==> src/rtl/instr_sequencer_pkg.sv <==
// Shared constants for the R-type instruction sequencer: opcode/function codes,
// ALU operation codes and the FSM state encoding.
package ctrl_pkg;

    localparam logic [5:0] OPC_RTYPE = 6'b111111;

    localparam logic [5:0] FN_ADD = 6'b100000;
    localparam logic [5:0] FN_SUB = 6'b100010;
    localparam logic [5:0] FN_AND = 6'b100100;
    localparam logic [5:0] FN_OR  = 6'b100101;
    localparam logic [5:0] FN_SLL = 6'b000000;
    localparam logic [5:0] FN_SRL = 6'b000001;

    localparam logic [2:0] ALU_AND = 3'b000;
    localparam logic [2:0] ALU_OR  = 3'b001;
    localparam logic [2:0] ALU_ADD = 3'b010;
    localparam logic [2:0] ALU_SLL = 3'b011;
    localparam logic [2:0] ALU_SRL = 3'b100;
    localparam logic [2:0] ALU_SUB = 3'b110;

    typedef enum logic [2:0] {
        S_IDLE   = 3'd0,
        S_DECODE = 3'd1,
        S_EXEC   = 3'd2,
        S_WB     = 3'd3,
        S_ERR    = 3'd4
    } state_t;

endpackage

==> src/rtl/instr_sequencer_if.sv <==
// Instruction fetch handshake between instruction memory (master) and the
// sequencer (slave).
interface instr_sequencer_if;

    logic        instr_valid;
    logic [31:0] instr_data;
    logic        instr_ready;

    modport master (output instr_valid, output instr_data, input  instr_ready);
    modport slave  (input  instr_valid, input  instr_data, output instr_ready);

endinterface

==> src/rtl/instr_sequencer_alu_fn_decode.sv <==
// Combinational opcode/function decoder: yields the ALU operation code and
// whether the instruction is a supported R-type operation.
module alu_fn_decode
    import ctrl_pkg::*;
(
    input  logic [5:0] opcode,
    input  logic [5:0] fn,
    output logic [2:0] alu_cntrl,
    output logic       legal
);

    // Map fn to ALU code; anything unlisted or non-R-type is illegal
    always_comb begin
        alu_cntrl = ALU_AND;
        legal     = 1'b0;
        if (opcode == OPC_RTYPE) begin
            case (fn)
                FN_ADD:  begin alu_cntrl = ALU_ADD; legal = 1'b1; end
                FN_SUB:  begin alu_cntrl = ALU_SUB; legal = 1'b1; end
                FN_AND:  begin alu_cntrl = ALU_AND; legal = 1'b1; end
                FN_OR:   begin alu_cntrl = ALU_OR;  legal = 1'b1; end
                FN_SLL:  begin alu_cntrl = ALU_SLL; legal = 1'b1; end
                FN_SRL:  begin alu_cntrl = ALU_SRL; legal = 1'b1; end
                default: begin alu_cntrl = ALU_AND; legal = 1'b0; end
            endcase
        end else begin
            alu_cntrl = ALU_AND;
            legal     = 1'b0;
        end
    end

endmodule

==> src/rtl/instr_sequencer.sv <==
// Multi-cycle R-type sequencer: IDLE -> DECODE -> EXEC -> WB (or ERR) per instruction.
// Optional retired-instruction counter enabled by defining INSTR_SEQ_RETIRE_CNT_EN.
module instr_sequencer
    import ctrl_pkg::*;
#(
    parameter int unsigned     PC_W     = 32,
    parameter int unsigned     PC_STEP  = 4,
    parameter logic [PC_W-1:0] RESET_PC = {PC_W{1'b0}}
) (
    input  logic                clk,
    input  logic                rst,
    instr_sequencer_if.slave    ibus,
    output logic [4:0]          rs_addr,
    output logic [4:0]          rt_addr,
    output logic [2:0]          alu_cntrl,
    output logic                alu_en,
    output logic [4:0]          wb_addr,
    output logic                reg_write,
    output logic [PC_W-1:0]     pc,
    output logic                illegal,
    output logic                busy
`ifdef INSTR_SEQ_RETIRE_CNT_EN
    ,output logic [15:0]        retire_cnt
`endif
);

    state_t          state_r;
    state_t          state_next_s;
    logic            accept_s;
    logic [2:0]      dec_alu_s;
    logic            dec_legal_s;

    logic [5:0]      opc_r;
    logic [5:0]      fn_r;
    logic [4:0]      rd_r;
    logic [4:0]      rs_addr_r;
    logic [4:0]      rt_addr_r;
    logic [2:0]      alu_cntrl_r;
    logic            alu_en_r;
    logic [4:0]      wb_addr_r;
    logic            reg_write_r;
    logic [PC_W-1:0] pc_r;
    logic            illegal_r;
    logic            busy_r;
    logic            instr_ready_r;

    assign accept_s = ibus.instr_valid && instr_ready_r;

    alu_fn_decode u_alu_fn_decode (
        .opcode    (opc_r),
        .fn        (fn_r),
        .alu_cntrl (dec_alu_s),
        .legal     (dec_legal_s)
    );

    // State register
    always_ff @(posedge clk) begin
        if (rst) begin
            state_r <= S_IDLE;
        end else begin
            state_r <= state_next_s;
        end
    end

    // Next-state logic
    always_comb begin
        state_next_s = state_r;
        case (state_r)
            S_IDLE: begin
                if (accept_s) begin
                    state_next_s = S_DECODE;
                end else begin
                    state_next_s = S_IDLE;
                end
            end
            S_DECODE: begin
                if (dec_legal_s) begin
                    state_next_s = S_EXEC;
                end else begin
                    state_next_s = S_ERR;
                end
            end
            S_EXEC:  state_next_s = S_WB;
            S_WB:    state_next_s = S_IDLE;
            S_ERR:   state_next_s = S_IDLE;
            default: state_next_s = S_IDLE;
        endcase
    end

    // Outputs are registered off the next state so each strobe lines up with its state
    always_ff @(posedge clk) begin
        if (rst) begin
            opc_r         <= 6'd0;
            fn_r          <= 6'd0;
            rd_r          <= 5'd0;
            rs_addr_r     <= 5'd0;
            rt_addr_r     <= 5'd0;
            alu_cntrl_r   <= 3'b000;
            alu_en_r      <= 1'b0;
            wb_addr_r     <= 5'd0;
            reg_write_r   <= 1'b0;
            pc_r          <= RESET_PC;
            illegal_r     <= 1'b0;
            busy_r        <= 1'b0;
            instr_ready_r <= 1'b1;
        end else begin
            if (accept_s) begin
                opc_r     <= ibus.instr_data[31:26];
                rs_addr_r <= ibus.instr_data[25:21];
                rt_addr_r <= ibus.instr_data[20:16];
                rd_r      <= ibus.instr_data[15:11];
                fn_r      <= ibus.instr_data[5:0];
            end
            instr_ready_r <= (state_next_s == S_IDLE);
            busy_r        <= (state_next_s != S_IDLE);
            alu_en_r      <= (state_next_s == S_EXEC);
            illegal_r     <= (state_next_s == S_ERR);
            reg_write_r   <= (state_next_s == S_WB) && (rd_r != 5'd0);
            if (state_next_s == S_WB) begin
                wb_addr_r <= rd_r;
            end
            case (state_next_s)
                S_EXEC:  alu_cntrl_r <= dec_alu_s;
                S_WB:    alu_cntrl_r <= alu_cntrl_r;
                default: alu_cntrl_r <= 3'b000;
            endcase
            if ((state_r == S_WB) || (state_r == S_ERR)) begin
                pc_r <= pc_r + PC_W'(PC_STEP);
            end
        end
    end

`ifdef INSTR_SEQ_RETIRE_CNT_EN
    logic [15:0] retire_cnt_r;

    // Saturating count of legal instructions reaching write-back
    always_ff @(posedge clk) begin
        if (rst) begin
            retire_cnt_r <= 16'd0;
        end else if ((state_r == S_WB) && (retire_cnt_r != 16'hFFFF)) begin
            retire_cnt_r <= retire_cnt_r + 16'd1;
        end
    end

    assign retire_cnt = retire_cnt_r;
`endif

    assign ibus.instr_ready = instr_ready_r;
    assign rs_addr          = rs_addr_r;
    assign rt_addr          = rt_addr_r;
    assign alu_cntrl        = alu_cntrl_r;
    assign alu_en           = alu_en_r;
    assign wb_addr          = wb_addr_r;
    assign reg_write        = reg_write_r;
    assign pc               = pc_r;
    assign illegal          = illegal_r;
    assign busy             = busy_r;

endmodule

==> src/flat_wrapper.sv <==
// flat-port wrapper written by rule: the top's interface ports become plain ports
module instr_sequencer_flat import ctrl_pkg::*;
#(
    parameter int unsigned     PC_W     = 32,
    parameter int unsigned     PC_STEP  = 4,
    parameter logic [PC_W-1:0] RESET_PC = {PC_W{1'b0}}
)
  (clk, rst, rs_addr, rt_addr, alu_cntrl, alu_en, wb_addr, reg_write, pc, illegal, busy, ibus_instr_valid, ibus_instr_data, ibus_instr_ready);
  instr_sequencer_if ibus_i ();
  input  logic clk;
  input  logic rst;
  output logic [4:0] rs_addr;
  output logic [4:0] rt_addr;
  output logic [2:0] alu_cntrl;
  output logic alu_en;
  output logic [4:0] wb_addr;
  output logic reg_write;
  output logic [PC_W-1:0] pc;
  output logic illegal;
  output logic busy;
  input wire logic [$bits(ibus_i.instr_valid)-1:0] ibus_instr_valid;
  input wire logic [$bits(ibus_i.instr_data)-1:0] ibus_instr_data;
  output wire logic [$bits(ibus_i.instr_ready)-1:0] ibus_instr_ready;
  assign ibus_i.instr_valid = ibus_instr_valid;
  assign ibus_i.instr_data = ibus_instr_data;
  assign ibus_instr_ready = ibus_i.instr_ready;
  instr_sequencer #(.PC_W(PC_W), .PC_STEP(PC_STEP), .RESET_PC(RESET_PC)) u_core (.clk(clk), .rst(rst), .ibus(ibus_i), .rs_addr(rs_addr), .rt_addr(rt_addr), .alu_cntrl(alu_cntrl), .alu_en(alu_en), .wb_addr(wb_addr), .reg_write(reg_write), .pc(pc), .illegal(illegal), .busy(busy));
endmodule
==> config.mk <==
export PLATFORM = sky130hd
export DESIGN_NAME = instr_sequencer_flat
export DESIGN_NICKNAME = d
export VERILOG_FILES = /design/src/rtl/instr_sequencer_pkg.sv /design/src/rtl/instr_sequencer_if.sv /design/src/rtl/instr_sequencer_alu_fn_decode.sv /design/src/rtl/instr_sequencer.sv /design/src/flat_wrapper.sv
export SDC_FILE = /design/constraint.sdc
export NUM_CORES = 1
export LEC_CHECK = 0
export ABC_AREA = 0
export CORE_MARGIN = 2
export CORE_UTILIZATION = 48
export DETAILED_ROUTE_END_ITERATION = 6
export HOLD_SLACK_MARGIN = 0.08
export MAX_ROUTING_LAYER = met4
export PLACE_DENSITY_LB_ADDON = 0.08
export REMOVE_ABC_BUFFERS = 1
export SLEW_MARGIN = 20
export SYNTH_ARGS = -nofsm -noshare
export SYNTH_HDL_FRONTEND = slang
export SYNTH_SLANG_ARGS = --single-unit
==> constraint.sdc <==
create_clock -name clk -period 4.22 [get_ports clk]
set_input_delay 0.844 -clock clk [delete_from_list [all_inputs] [get_ports clk]]
set_output_delay 0.844 -clock clk [all_outputs]
set_load 0.05 [all_outputs]
# Yosys cells after proc, flatten, opt, wreduce, memory -nomap -nowiden
# Index checks and enable logic that the tools add are counted.
# Widths: inputs -> output; s select.
# totals
reg_bits,75
inputBits,35
out_inout_bits,55
wordCells,45
# classes
addsub,1
n_eq_ne,13
mux,8
reduce_logical,9
# op_table
cell,count
$add 32x3->32 const B,1
$eq 6x6->1 const B,5
$pmux 3 s5,1
$eq 3x2->1 const B,4
$pmux 3 s3,1
$eq 3x3->1 const B,2
$eq 6x1->1 const B,1
$logic_not 3->1,2
$logic_not 6->1,1
$mux 3,2
$pmux 3 s2,1
$reduce_or 6->1,1
$reduce_bool 5->1,1
$eq 3x1->1 const B,1
$mux 1,3
$reduce_bool 3->1,1
$logic_and 1x1->1,2
$logic_or 1x1->1,1

# Logic depth before layout (Yosys ltp)
# Gate-level depths: netlist (run 1).
# depth
ltp_word,8
ltp_mapped,7
ltp_nobuf,5

# By module
# Synthesis (run 1) repeated with hierarchy kept, for this count alone.
# unflattened
hier_cells,358
area_unflattened_um2,3039.2
# by_module_without_submodules
mod,instances,cells_per_inst,area_per_inst_um2,seq_area_each_um2
instr_sequencer,1,342,2921.6,1461.4
alu_fn_decode,1,16,117.6,0.0

# Least setup slack after synthesis (run 1)
# OpenSTA, ideal clock, no wires.
# synth_path
path_type,register -> register
from,"reg u_core.pc_r[15], in the netlist u_core.pc[15]"
to,"reg u_core.pc_r[31], in the netlist u_core.pc[31]"
setup_time_ns,0.121
arrival_time_ns,2.096
required_time_ns,4.099
setup_slack_ns,2.004
path_stages_with_launch,6
path_buffers,1
period_less_slack_ns,2.216
path_cell_list,dfxtp_1 > nand4_1 > or2_2 > buf_1 > nor4_1 > mux2_2
# synth_via
elab_chain_len,1
# synth_lines
item,line,rtl
from (decl),instr_sequencer.sv:42,logic [PC_W-1:0] pc_r;
from (signal assigned),instr_sequencer.sv:128,pc_r <= pc_r + PC_W'(PC_STEP);
$add 32x3->32,instr_sequencer.sv:128,
# Every way passes these cells.
# A chain may end at the register's enable or synchronous reset.

# Worst setup path after layout (run 1)
# layout_path
from,"reg u_core.pc_r[5], in the netlist u_core.pc[5]"
to,out pc[5]
# layout_rtl
item,line,rtl
to (decl),flat_wrapper.sv:18,output logic [PC_W-1:0] pc;
# No word-level cell between the ends.

==> summary.log, run 1 <==
INFO  outcome        outcome=finished, final reports clean
INFO  routing        drc_errors=0
INFO  critical_path  worst-setup-path-type=reg -> out
INFO  global_routing grt_pass1_vias=2651
INFO  critical_path  worst_r2r_path_depth=4
INFO  cts            inserted_clock_buffers=9
INFO  yosys          async_reset_ff_share=0%
INFO  sta            slew_headroom=38.8%
INFO  global_routing grt_antenna_before_repair=0
INFO  finish         n_fill_cell=558
INFO  critical_path  timing.critical_path.max_delay_family=buffers and inverters
INFO  finish         mostFrequentLayoutCell=sky130_fd_sc_hd__clkdlybuf4s50_1
INFO  critical_path  path_max_fanout=7
INFO  floorplan      rows=29
INFO  yosys          synthCells=373
INFO  sta            timing.final.crit_period=2.53ns
INFO  sta            finalHoldViolations=0
INFO  yosys          synth.yosys.seq_area_share=46.6%
INFO  yosys          synth-edff-count=0
INFO  global_routing grt_first_pass_wirelength=12.0mm
INFO  critical_path  cp-start-kind=flip-flop
INFO  floorplan      core_area=0.00635mm2
INFO  sta            rsz0062_at_grt=no
INFO  finish         area_growth=32.2%
INFO  critical_path  regToRegSetupSlack=1.73ns
INFO  worst_hold_path hp-class=reg -> reg
INFO  routing        drt_iter0_markers=85
INFO  finish         top_library_cells_by_usage_in_the_layout_fill_and_taps_aside=81 x sky130_fd_sc_hd__clkdlybuf4s50_1, 74 x sky130_fd_sc_hd__nand2_1, 73 x sky130_fd_sc_hd__dfxtp_1
INFO  global_routing maximum_number_of_pins_on_one_net_before_global_route_repair=53
INFO  critical_path  r2r_start=u_core.pc[5]
INFO  worst_hold_path hold-path-endpoint=u_core.fn_r[3]
INFO  sta            totalNegativeSetupSlack=0ns
INFO  finish         diodes_inserted=0
INFO  critical_path  data_arrival_time_of_the_worst_path=1.69ns
INFO  routing        drt-pass1-iter-count=4
INFO  floorplan      ios=90
INFO  critical_path  path_cells=clkdlybuf4s50_1
INFO  critical_path  critical_path_cell_with_the_highest_stage_delay=sky130_fd_sc_hd__clkdlybuf4s50_1
INFO  cts            clk_transition_reported_paths=0.08ns
INFO  place          dpl.cell_count=509
INFO  sta            number_of_pins_exceeding_their_max_slew_limit_in_the_final_report=0
INFO  yosys          post_synth_num_cell_types=44
INFO  place          post-dp-hpwl=4.76mm
INFO  pwr            power.leakage=1.41nW
INFO  finish         nets=479
INFO  cts            cts_sinks=73
INFO  worst_hold_path hold_path_startpoint=u_core.fn_r[3]
INFO  finish         post_layout_nonfiller_instances=525
INFO  global_routing overflow=0
INFO  finish         finalCoreUtilization=65.4%
INFO  routing        detailed_route_vias_per_instance=5.52
INFO  yosys          dominant_cell_type_by_area_after_synthesis=sky130_fd_sc_hd__dfxtp_1
INFO  floorplan      floorplan.die.height=84.9um
INFO  job            cap_viol_max_count=0
INFO  yosys          syn_avg_cell_area=8.42um2
INFO  routing        detail-route-antenna-nets=0
INFO  place          io_buffers=82
INFO  yosys          synth_area_leaders=sky130_fd_sc_hd__dfxtp_1 47%, sky130_fd_sc_hd__nand2_1 8.8%, sky130_fd_sc_hd__a21oi_1 7.7%, sky130_fd_sc_hd__o31ai_1 2.9%, sky130_fd_sc_hd__or4_1 2.9%
INFO  floorplan      initial_utilization=49.4%
INFO  sta            worst_clock_skew=0.00956ns
INFO  cts            post-cts-setup-buffer-count=0
INFO  sta            max_freq=395MHz
INFO  cts            cts_buffer_depth=2
INFO  floorplan      die_area=0.00720mm2
INFO  sta            fin_crit_sh=60.0%
INFO  routing        via_count=2896
INFO  sta            actual_slew_at_the_worst_max_slew_pin=0.916ns
INFO  global_routing total_routing_resource_utilization_after_global_routing=20.8%
INFO  place          globalplace.congestion=0.785
INFO  critical_path  critical_path.endpoint_type=output pin
INFO  critical_path  critPathRequiredTime=3.38ns
INFO  cts            cts.htree.levels=3
INFO  critical_path  worst-path-buf-inv=1
INFO  cts            cts_hold_repair.buffers=0
INFO  floorplan      die_w=84.9um
INFO  yosys          ys_warn_count=0
INFO  critical_path  regToRegEndpoint=u_core.pc[31]
INFO  cts            ctsResizeCount=0
INFO  cts            latest_clock_arrival_within_the_worst_skew_pair=0.34ns
INFO  yosys          post-synth-top-area-fraction=46.6%
INFO  routing        drt-wirelength-per-cell=13.4um
INFO  yosys          ys.flop_type=sky130_fd_sc_hd__dfxtp_1
INFO  pwr            ir_drop=0.000214V
INFO  pwr            power_density=342mW/mm2
INFO  yosys          post_synth_instance_area=0.00314mm2
INFO  routing        postRouteWirelength=7.04mm
INFO  sta            setup_viol_count_final=0
INFO  cts            tritoncts=built
INFO  yosys          synth.ff_latch_count=73
INFO  critical_path  max_stage_delay_on_crit_path=0.86ns
INFO  finish         final_layout_size_suffix_gt1_share=6.03%
INFO  cts            cts_root_buf=sky130_fd_sc_hd__clkbuf_8
INFO  worst_hold_path min_delay_path_depth=2
## report_power, final
part / leakage, nW / internal (mW) / switching [mW]
combinational: 0.715 / 0.0580 / 0.0835
clock: 0.0985 / 0.290 / 0.265
sequential: 0.593 / 0.709 / 0.0156
total: 1.41 / 1.06 / 0.364
## worst max path at each step
stage | startpoint | end | slack (ns) | cells past startpoint
6_report | u_core.pc[5] | pc[5] | 1.69 | 1
3_5_place_dp | u_core.pc[5] | u_core.pc[31] | 1.75 | 4
2_1_floorplan | u_core.pc[5] | u_core.pc[31] | 1.82 | 4
4_1_cts | u_core.pc[5] | pc[5] | 1.68 | 1
3_3_place_gp | u_core.pc[5] | u_core.pc[31] | 1.81 | 4
5_1_grt | u_core.pc[5] | u_core.pc[27] | 1.53 | 4
## state kept, by name, indices dropped and copies added (netlist names)
signal / flops
u_core.fn_r: 6
u_core.ibus.instr_ready: 1
u_core.busy: 1
u_core.rd_r: 5
u_core.alu_cntrl: 3
u_core.wb_addr: 5
u_core.rs_addr: 5
u_core.alu_en: 1
u_core.rt_addr: 5
u_core.illegal: 1
u_core.reg_write: 1
u_core.opc_r: 6
u_core.pc: 30
u_core.state_r: 3
## metal layers
layer | global-route usage (%) | part of all wire [%]
met4 | 9.24 | 1.4
met2 | 32.8 | 48
met1 | 25.8 | 46
met5 | - | 0
met3 | 4.57 | 4.6
## per-stage QoR
step | setup WS (ns) | hold slack, ns | cell area (um2) | power, mW
after floorplan | 1.82 | 0.426 | 3020 | 0.814
after detailed placement | 1.75 | 0.443 | 3950 | 0.882
final | 1.69 | 0.452 | 4150 | 1.42
after global routing | 1.53 | 0.480 | 4150 | 1.48
after global placement | 1.81 | 0.433 | 3950 | 0.879
after CTS | 1.68 | 0.457 | 4150 | 1.44
## cell families after synthesis
group	count (synthesis)	share of synthesized area, %
compound gates	80	15.2
xor+xnor	8	2.23
fa+ha+maj	1	0.399
buf+inv	32	4.66
flops	73	46.6
mux	10	3.39
other cells	1	0.119
simple gates	168	27.4
## synthesized netlist by cell type, types with 4 or more instances
master                      number
sky130_fd_sc_hd__or4_1          12
sky130_fd_sc_hd__or3_1           4
sky130_fd_sc_hd__o31ai_1        12
sky130_fd_sc_hd__mux2_2          5
sky130_fd_sc_hd__a211oi_1        4
sky130_fd_sc_hd__mux2i_1         5
sky130_fd_sc_hd__and4_1          4
sky130_fd_sc_hd__clkbuf_1       14
sky130_fd_sc_hd__o41ai_1         5
sky130_fd_sc_hd__nand3_1        11
sky130_fd_sc_hd__buf_1           5
sky130_fd_sc_hd__nand4bb_1       4
sky130_fd_sc_hd__xor2_1          4
sky130_fd_sc_hd__nand4_1         8
sky130_fd_sc_hd__nor2b_1         9
sky130_fd_sc_hd__nor2_1         23
sky130_fd_sc_hd__nor4_1          6
sky130_fd_sc_hd__inv_1           6
sky130_fd_sc_hd__nand2_1        74
sky130_fd_sc_hd__xnor2_1         4
sky130_fd_sc_hd__o21ai_0         4
sky130_fd_sc_hd__dfxtp_1        73
sky130_fd_sc_hd__a21oi_1        48
## layout make-up
class	count	area, um2	share of cell area, %
clock buffers	10	138	3.32
clock inverters	6	67.6	1.63
inverters	6	22.5	0.542
multi-input cells	269	1540	37.0
flip-flops and latches	73	1460	35.2
well taps	77	96.3	2.32
repair buffers	84	831	20.0
No activity file was read; power rests on OpenSTA's default activity.
==> run 2, diff against run 1 <==
- CORE_UTILIZATION: 48 -> 43
- clock period: 4.22 -> 2.3 ns (I/O delays scaled with it)
==> run 2 against run 1 <==
Against the previous run: register-to-register slack got worse by 1.5 ns; flip-flop and latch count stayed put; sequential share of layout area decreased by 1.2 points; worst setup slack got worse by 1.6 ns; core utilization decreased by 5.4 points; wire length shrank 0.23%; largest cell class unchanged.
==> summary.log, run 2 (same netlist as run 1, synthesis figures left out) <==
INFO  outcome        outcome=finished, final reports clean
INFO  sta            actual_slew_at_the_worst_max_slew_pin=0.648ns
INFO  critical_path  path_max_fanout=9
INFO  critical_path  critPathRequiredTime=1.84ns
INFO  critical_path  regToRegSetupSlack=0.28ns
INFO  pwr            power.leakage=1.48nW
INFO  global_routing overflow=0
INFO  pwr            power_density=649mW/mm2
INFO  sta            worst_clock_skew=0.0122ns
INFO  critical_path  cp-start-kind=flip-flop
INFO  finish         area_growth=37.0%
INFO  routing        detailed_route_vias_per_instance=5.15
INFO  routing        drc_errors=0
INFO  cts            cts.htree.levels=3
INFO  sta            worst_hold_margin=0.458ns
INFO  floorplan      die_area=0.00800mm2
INFO  critical_path  worst_r2r_path_depth=4
INFO  cts            cts_buffer_depth=2
INFO  global_routing grt_first_pass_wirelength=11.4mm
INFO  finish         multi_input_area=0.00154mm2
INFO  floorplan      rows=31
INFO  routing        postRouteWirelength=7.02mm
INFO  sta            number_of_pins_exceeding_their_max_slew_limit_in_the_final_report=0
INFO  floorplan      initial_utilization=43.7%
INFO  critical_path  r2r_start=u_core.state_r[2]
INFO  critical_path  critical_path_cell_with_the_highest_stage_delay=sky130_fd_sc_hd__clkdlybuf4s50_1
INFO  cts            post-cts-setup-buffer-count=0
INFO  sta            timing.final.crit_period=2.17ns
INFO  finish         regArea=0.00146mm2
INFO  routing        drt-pass1-iter-count=4
INFO  cts            cts_sinks=73
INFO  finish         nets=490
INFO  critical_path  path_cells=clkdlybuf4s50_1
INFO  global_routing maximum_number_of_pins_on_one_net_before_global_route_repair=25
INFO  cts            cts_root_buf=sky130_fd_sc_hd__clkbuf_8
INFO  finish         n_fill_cell=662
INFO  critical_path  regToRegEndpoint=u_core.pc[22]
INFO  cts            ctsResizeCount=0
INFO  critical_path  crit_path_end=pc[23]
INFO  place          globalplace.congestion=0.777
INFO  cts            clk_transition_reported_paths=0.08ns
INFO  critical_path  data_arrival_time_of_the_worst_path=1.71ns
INFO  critical_path  timing.critical_path.max_delay_family=buffers and inverters
INFO  sta            max_freq=461MHz
INFO  finish         mostFrequentLayoutCell=sky130_fd_sc_hd__clkdlybuf4s50_1
INFO  critical_path  launching_element_of_the_worst_setup_path=u_core.pc[23]
INFO  worst_hold_path hp-class=reg -> reg
INFO  pwr            fin_total_pwr=2.79mW
INFO  critical_path  number_of_gates_on_the_worst_path_with_buffers_counted=1
INFO  finish         top_library_cells_by_usage_in_the_layout_fill_and_taps_aside=81 x sky130_fd_sc_hd__clkdlybuf4s50_1, 74 x sky130_fd_sc_hd__nand2_1, 73 x sky130_fd_sc_hd__dfxtp_1
INFO  global_routing grt_antenna_before_repair=0
INFO  critical_path  worst-path-buf-inv=1
INFO  finish         diodes_inserted=0
INFO  critical_path  worst-setup-path-type=reg -> out
INFO  routing        detail-route-antenna-nets=0
INFO  cts            tritoncts=built
INFO  sta            totalNegativeSetupSlack=0ns
INFO  cts            cts_hold_repair.buffers=0
INFO  job            cap_viol_max_count=0
INFO  critical_path  max_stage_delay_on_crit_path=0.86ns
INFO  finish         final_layout_size_suffix_gt1_share=8.08%
INFO  pwr            ir_drop=0.000333V
INFO  critical_path  critical_path.endpoint_type=output pin
INFO  floorplan      core_area=0.00718mm2
INFO  cts            latest_clock_arrival_within_the_worst_skew_pair=0.35ns
INFO  place          dpl.cell_count=542
INFO  finish         finalCoreUtilization=59.9%
INFO  place          io_buffers=82
INFO  global_routing grt_pass1_vias=2476
INFO  floorplan      die_w=89.4um
INFO  routing        drt_iter0_markers=81
INFO  sta            setup_viol_count_final=0
INFO  sta            slew_headroom=56.4%
INFO  sta            rsz0062_at_grt=no
INFO  routing        drt-wirelength-per-cell=12.6um
INFO  place          post-dp-hpwl=4.92mm
INFO  finish         largest_register_ffs=30
INFO  floorplan      floorplan.die.height=89.4um
INFO  floorplan      ios=90
INFO  finish         post_layout_nonfiller_instances=557
INFO  global_routing total_routing_resource_utilization_after_global_routing=18.9%
INFO  routing        via_count=2866
INFO  sta            finalHoldViolations=0
INFO  cts            inserted_clock_buffers=9
INFO  sta            fin_crit_sh=94.3%
==> run 2: cell types whose count changed in the layout (fill, tap and decap cells not counted), sizes merged <==
cell / before / now
clkbuf: 10 / 9
bufinv: 1 / 3
buf: 3 / 14
clkinvlp: 2 / 1
clkinv: 3 / 2
==> run 2: per-layer routing <==
metal | track usage [%] | vias up | share of wire [%]
li1 | - | 1477 | -
met1 | 23.9 | 1313 | 47
met2 | 29.4 | 68 | 47
met3 | 4.62 | 8 | 4.6
met4 | 6.92 | 0 | 1.3
met5 | - | - | 0
==> run 2: how the worst min path moves through the flow <==
stage | startpoint | cells past startpoint | slack (ns) | end
floorplan | u_core.fn_r[4] | 2 | 0.43 | u_core.fn_r[4]
global placement | u_core.alu_cntrl[1] | 2 | 0.43 | u_core.alu_cntrl[1]
detailed placement | u_core.fn_r[4] | 2 | 0.45 | u_core.fn_r[4]
CTS | u_core.fn_r[4] | 2 | 0.46 | u_core.fn_r[4]
global route | u_core.rs_addr[1] | 2 | 0.48 | u_core.rs_addr[1]
finish | u_core.fn_r[4] | 2 | 0.46 | u_core.fn_r[4]
==> run 2: through the flow <==
step	area (um2)	setup WS (ns)
after floorplan	3020	-0.0979
after CTS	4300	0.120
after detailed placement	4070	0.287
after global routing	4300	0.0510
after global placement	4070	0.292
final	4300	0.132
==> run 2: power by group <==
group / total (mW) / switching [mW] / leakage, nW / internal, mW
clock: 1.19 / 0.479 / 0.115 / 0.711
combinational: 0.271 / 0.154 / 0.771 / 0.117
sequential: 1.33 / 0.0289 / 0.593 / 1.30
total: 2.79 / 0.662 / 1.48 / 2.13
==> run 2: final cells by class <==
type	instances	share of cell area (%)
Multi-Input combinational cell	269	35.7
Sequential cell	73	34.0
Timing Repair Buffer	95	21.5
Clock buffer	9	2.88
Tap cell	99	2.88
Clock inverter	6	2.50
Inverter	6	0.524
